<file path="config.mk">
export PLATFORM = sky130hd
export DESIGN_NAME = ghostbus_reg_bank
export DESIGN_NICKNAME = d
export VERILOG_FILES = /design/src/rtl/ghostbus_reg_bank.sv
export SDC_FILE = /design/constraint.sdc
export NUM_CORES = 1
export LEC_CHECK = 0
export ABC_AREA = 1
export CAP_MARGIN = 20
export CORE_MARGIN = 2
export CORE_UTILIZATION = 36
export DETAILED_ROUTE_END_ITERATION = 10
export GPL_TIMING_DRIVEN = 1
export PLACE_DENSITY = 0.85
export SETUP_SLACK_MARGIN = 0.3
export SYNTH_ARGS = -nofsm -noshare
export SYNTH_HDL_FRONTEND = slang
export SYNTH_SLANG_ARGS = --single-unit
</file>
<file path="constraint.sdc">
create_clock -name gb_clk -period 0.8 [get_ports gb_clk]
set_input_delay 0.2 -clock gb_clk [delete_from_list [all_inputs] [get_ports gb_clk]]
set_output_delay 0.2 -clock gb_clk [all_outputs]
set_load 0.01 [all_outputs]
</file>
<file path="src/rtl/ghostbus_reg_bank.sv">
// ghostbus_reg_bank: ghostbus-decoded bank of NREGS registers with write/read strobes and an RD-deep read pipeline.
// Optional write counter at BASE+NREGS is enabled by defining GHOSTBUS_REG_BANK_WCOUNT_EN.
module ghostbus_reg_bank #(
  parameter int unsigned         AW      = 24,
  parameter int unsigned         DW      = 32,
  parameter int unsigned         RW      = 8,
  parameter int unsigned         NREGS   = 4,
  parameter int unsigned         BASE    = 0,
  parameter int unsigned         RD      = 1,
  parameter logic [NREGS*RW-1:0] INIT    = '0,
  parameter logic [NREGS-1:0]    RO_MASK = '0
) (
  input  logic                  gb_clk,
  input  logic                  gb_rst_n,
  input  logic [AW-1:0]         gb_addr,
  input  logic [DW-1:0]         gb_wdata,
  input  logic                  gb_wen,
  input  logic                  gb_rstb,
  output logic [DW-1:0]         gb_rdata,
  output logic                  gb_rvalid,
  output logic [NREGS*RW-1:0]   regs_out,
  input  logic [NREGS*RW-1:0]   status_in,
  output logic [NREGS-1:0]      wstb,
  output logic [NREGS-1:0]      rstb
);

`ifdef GHOSTBUS_REG_BANK_WCOUNT_EN
  localparam int unsigned NSLOTS = NREGS + 1;
`else
  localparam int unsigned NSLOTS = NREGS;
`endif
  localparam int unsigned IW = (NSLOTS > 1) ? $clog2(NSLOTS) : 1;

  if ((RW < 1) || (RW > DW)) begin : g_err_rw
    $error("ghostbus_reg_bank: RW must be in 1..DW");
  end
  if ((NREGS < 1) || (NREGS > 256)) begin : g_err_nregs
    $error("ghostbus_reg_bank: NREGS must be in 1..256");
  end
  if ((RD < 1) || (RD > 8)) begin : g_err_rd
    $error("ghostbus_reg_bank: RD must be in 1..8");
  end
  // The decoded range must fit below 2^AW, so the address compare never wraps.
  if ((64'(BASE) + 64'(NSLOTS)) > (64'd1 << AW)) begin : g_err_range
    $error("ghostbus_reg_bank: BASE+range exceeds the address space");
  end

  logic [AW-1:0]    w_base;
  logic [AW-1:0]    w_off;
  logic             w_hit;
  logic [IW-1:0]    w_idx;
  logic [NREGS-1:0] w_sel;
  logic [NREGS-1:0] w_wr;
  logic             w_rd_go;
  logic [DW-1:0]    w_rd_data;
  logic [DW-1:0]    w_rd_mux;
  logic             w_unused_ok;

  logic [RW-1:0]    r_regs [NREGS];
  logic [NREGS-1:0] r_wstb;
  logic [NREGS-1:0] r_rstb;
  logic [RD-1:0]    r_pv;
  logic [DW-1:0]    r_pd [RD];

  assign w_base  = AW'(BASE);
  assign w_off   = gb_addr - w_base;
  assign w_hit   = (gb_addr >= w_base) && ({1'b0, w_off} < (AW+1)'(NSLOTS));
  assign w_idx   = w_off[IW-1:0];
  assign w_rd_go = gb_rstb && w_hit;
  assign w_unused_ok = &{1'b0, gb_wdata, status_in};

  // Per-register select and accepted-write vector.
  always_comb begin
    w_sel = '0;
    w_wr  = '0;
    for (int i = 0; i < NREGS; i++) begin
      w_sel[i] = w_hit && (w_idx == IW'(i));
      w_wr[i]  = gb_wen && w_sel[i] && !RO_MASK[i];
    end
  end

  // Read source mux: zero-extended register value, or the status slot for RO registers.
  always_comb begin
    w_rd_data = '0;
    for (int i = 0; i < NREGS; i++) begin
      w_rd_data = w_rd_data | (w_sel[i] ? DW'(RO_MASK[i] ? status_in[i*RW +: RW] : r_regs[i]) : '0);
    end
  end

`ifdef GHOSTBUS_REG_BANK_WCOUNT_EN
  logic [DW-1:0] r_wcount;
  logic          w_cnt_sel;

  assign w_cnt_sel = w_hit && (w_idx == IW'(NREGS));
  assign w_rd_mux  = w_cnt_sel ? r_wcount : w_rd_data;

  // Count of accepted writes to RW registers; wraps naturally.
  always_ff @(posedge gb_clk or negedge gb_rst_n) begin
    if (!gb_rst_n) begin
      r_wcount <= '0;
    end else if (|w_wr) begin
      r_wcount <= r_wcount + DW'(1'b1);
    end
  end
`else
  assign w_rd_mux = w_rd_data;
`endif

  // Register storage; RO slots never load and hold zero.
  always_ff @(posedge gb_clk or negedge gb_rst_n) begin
    if (!gb_rst_n) begin
      for (int i = 0; i < NREGS; i++) begin
        r_regs[i] <= RO_MASK[i] ? '0 : INIT[i*RW +: RW];
      end
    end else begin
      for (int i = 0; i < NREGS; i++) begin
        if (w_wr[i]) begin
          r_regs[i] <= gb_wdata[RW-1:0];
        end
      end
    end
  end

  // Strobes are one-cycle pulses aligned with the updated register / captured read.
  always_ff @(posedge gb_clk or negedge gb_rst_n) begin
    if (!gb_rst_n) begin
      r_wstb <= '0;
      r_rstb <= '0;
    end else begin
      r_wstb <= w_wr;
      r_rstb <= gb_rstb ? w_sel : '0;
    end
  end

  // Read pipeline; data is zeroed in bubbles so gb_rdata can be OR-combined on the bus.
  always_ff @(posedge gb_clk or negedge gb_rst_n) begin
    if (!gb_rst_n) begin
      r_pv <= '0;
      for (int s = 0; s < RD; s++) begin
        r_pd[s] <= '0;
      end
    end else begin
      r_pv[0] <= w_rd_go;
      r_pd[0] <= w_rd_go ? w_rd_mux : '0;
      for (int s = 1; s < RD; s++) begin
        r_pv[s] <= r_pv[s-1];
        r_pd[s] <= r_pd[s-1];
      end
    end
  end

  // RO slots present zero on regs_out.
  always_comb begin
    regs_out = '0;
    for (int i = 0; i < NREGS; i++) begin
      regs_out[i*RW +: RW] = RO_MASK[i] ? '0 : r_regs[i];
    end
  end

  assign gb_rvalid = r_pv[RD-1];
  assign gb_rdata  = r_pd[RD-1];
  assign wstb      = r_wstb;
  assign rstb      = r_rstb;

endmodule

</file>
==> results.py <==
metrics = {
    "die": {
        "die_w_um": 85.8,
        "initial_core_util_pct": 37.5,
        "die_h_um": 85.8,
        "rows": 29,
        "core_mm2": 0.00642,
        "die-area_mm2": 0.00736,
        "ios": 165,
    },
    "place": {
        "place_ws_ps": -1120,
        "dpl_cell_area_mm2": 0.00359,
        "portBuffers": 84,
        "dp_hpwl_um": 5180,
        "dpl.cell_count": 485,
        "globalplace.congestion": 0.848,
    },
    "cts": {
        "clk_latency_ps": 320,
        "cts_buffer_depth": 2,
        "numCtsBuffers": 5,
        "htreeDepth": 2,
        "cts_root_buf": "clkbuf_8",
        "cts.clk_slew.worst_paths_ps": 90,
        "cts_tree": "done",
        "cts.sinks": 49,
    },
    "drt": {
        "first_pass_iters": 9,
        "totalWireLength_um": 9470,
        "drt_first_iter_violations": 303,
        "vias": 2764,
        "drtAntennaViolNets": 0,
        "wire_per_inst_um": 17.8,
        "drc_errors": 9,
        "drt-vias-per-instance": 5.21,
    },
    "cells_and_area": {
        "diodes": 0,
        "area_growth_pct": 73.3,
        "final_cell_mix": "nand2_1 (71), buf_2 (54), buf_4 (54), dfrtp_1 (49), buf_6 (27)",
        "fill_cells": 493,
        "final_common_cell": "nand2_1",
        "finish.net_count": 546,
        "stdcell_count": 531,
        "drive_gt1_share_pct": 52.6,
        "final_area_mm2": 0.00418,
    },
    "synthesis": {
        "synth_top_area_cell": "dfrtp_1",
        "yosysWarnings": 0,
        "synth-seq-cells": 49,
        "yosysUniqueCellTypes": 22,
        "netlist_instances": 284,
        "synth.area.top_cells": "dfrtp_1 (51%), nand2_1 (14%), buf_4 (7.5%)",
        "syn_area_per_cell_um2": 8.49,
        "synth_top_cell_area_share_pct": 50.9,
        "synth_area_mm2": 0.00241,
        "yosysSeqAreaShare_pct": 50.9,
    },
    "timing": {
        "clock_skew_ps": 3.47,
        "period_share_pct": 158,
        "finalHoldWorstSlack_ps": -135,
        "layout_min_cycle_time_ps": 1270,
        "setup_viol": 98,
        "grt_setup_unrepaired": "true",
        "fmax_mhz": 789,
        "final_max_slew_viol_count": 0,
        "hold_viol_final": 49,
        "worst_slack_ps": -467,
    },
    "worst_setup_path": {
        "start_kind": "input port",
        "worstSetupPathType": "input port to flip-flop",
        "worst_path_max_delay_cell": "or2_1",
        "crit_path_max_fanout": 5,
        "slowest_delay_ps": 220,
        "worstSetupEndpointType": "flip-flop",
        "critPathArrivalTime_ps": 1520,
        "critPathRequiredTime_ps": 1050,
        "path_delay_family": "simple AND/OR/NAND/NOR gates",
        "critPathBufInv": 3,
        "path_cells": "buf_6, or2_1, nor2_2, nand2_4, nor2_4, buf_6, buf_12, nand3_2, nand2_2, nor2_2, nor2_1",
    },
    "pwr": {
        "p_leak_uw": 0.00237,
        "power_density_mw_per_mm2": 1090,
        "ir_drop_uv": 692,
    },
    "status": {
        "violations": "design-rule violations, negative hold slack, negative setup slack",
        "outcome": "finished, violations left",
    },
    "global_route": {
        "grtUsageTotal_pct": 24.4,
        "overflow": 0,
        "antenna_found_initial": 0,
        "grt_max_degree": 50,
        "grt_pass1_wl_um": 13500,
        "grt_pass1_vias": 2672,
    },
    "run": {
        "maxCapViolCount": 0,
    },
    "hold_path": {
        "hold_class": "input port to async pin",
    },
}
==> state kept, by name, summed over array words and instances (netlist names) <==
register,cells
rstb,4
regs_out,32
gb_rdata,8
gb_rvalid,1
wstb,4
==> path summary, 6_finish.rpt <==
check / from / endpoint / slack, ps / depth (start not counted)
max in group asynchronous: gb_rst_n / gb_rdata[5]$_DFF_PN0_ / 710 / 2
worst min-delay path: gb_rst_n / regs_out[1]$_DFFE_PN0P_ / -140 / 2
min in group gb_clk: gb_addr[1] / rstb[1]$_DFF_PN0_ / 350 / 3
worst min register to register: regs_out[28]$_DFFE_PN0P_ / regs_out[28]$_DFFE_PN0P_ / 590 / 3
worst max register to register: regs_out[10]$_DFFE_PN0P_ / gb_rdata[2]$_DFF_PN0_ / -300 / 6
worst max-delay path: gb_addr[19] / gb_rdata[7]$_DFF_PN0_ / -470 / 11
==> per-stage QoR <==
stage                     hold WS [ps]  total power, uW  utilization [%]  TNS [ps]
after floorplan                  -95.6             2750                -    -20960
after global placement             201             2970             55.8    -59640
after detailed placement           211             2980             55.8    -61590
after CTS                         -126             4510             62.1    -29490
final                             -135             4550             65.0    -31080
after global routing              -114             4720             65.0    -34400
==> cell families (layout without fill, tap and decap cells) <==
logic type | after synthesis | count (layout) | share of synthesized area, %
compound gates | 24 | 24 | 4.98
buf+inv | 38 | 176 | 10.7
simple gates | 172 | 181 | 33.2
flops | 49 | 49 | 50.9
other cells | 1 | 24 | 0.156
==> synth_stat cells <==
| library cell | instances |
|---|---|
| buf_2 | 1 |
| buf_4 | 24 |
| buf_6 | 3 |
| clkbuf_1 | 2 |
| clkbuf_2 | 2 |
| clkinv_1 | 1 |
| conb_1 | 1 |
| dfrtp_1 | 49 |
| inv_1 | 4 |
| inv_2 | 1 |
| nand2_1 | 92 |
| nand2_2 | 3 |
| nand2_4 | 3 |
| nand3_1 | 32 |
| nand4_1 | 1 |
| nor2_1 | 28 |
| nor2_2 | 4 |
| nor2_8 | 4 |
| nor3_1 | 4 |
| o21ai_0 | 21 |
| o21ai_1 | 3 |
| or2_1 | 1 |
==> worst register-to-register path, stage by stage, from the launching register on <==
cell,delay (ps)
dfrtp_1,380
buf_4,130
buf_4,120
nand3_1,70
nand2_1,70
nor2_1,130
nor2_1,80
==> layer usage <==
layer / wire [um] / GRT usage (%)
met3: 736 / 4.33
met4: 504 / 14.9
met2: 4850 / 41.0
met5: 0 / 0
met1: 3370 / 29.0
==> power breakdown <==
group | internal [uW] | leakage (uW) | switching (uW)
clock network | 685 | 0.0000433 | 856
logic | 203 | 0.00164 | 330
registers | 2470 | 0.000685 | 0.00186
total | 3360 | 0.00237 | 1190
==> area by class of cell <==
| cell class | count | area (um2) | area share, % |
|---|---|---|---|
| tap | 77 | 96.3 | 2.31 |
| sequential | 49 | 1230 | 29.4 |
| inverter | 6 | 35.0 | 0.839 |
| timing repair buffer | 162 | 1310 | 31.5 |
| timing repair inverter | 1 | 8.76 | 0.210 |
| multi-input combinational | 229 | 1410 | 33.7 |
| clock buffer | 6 | 82.6 | 1.98 |
| clock inverter | 1 | 7.51 | 0.180 |
==> repair_timing <==
item	CTS	global route
endpoints found under the setup margin	98	98
gates cloned	12	1
resized for setup	316	61
endpoints found under the hold margin	49	49
buffers inserted	23	3
pin swaps	55	41
No activity file was read; power rests on OpenSTA's default activity.
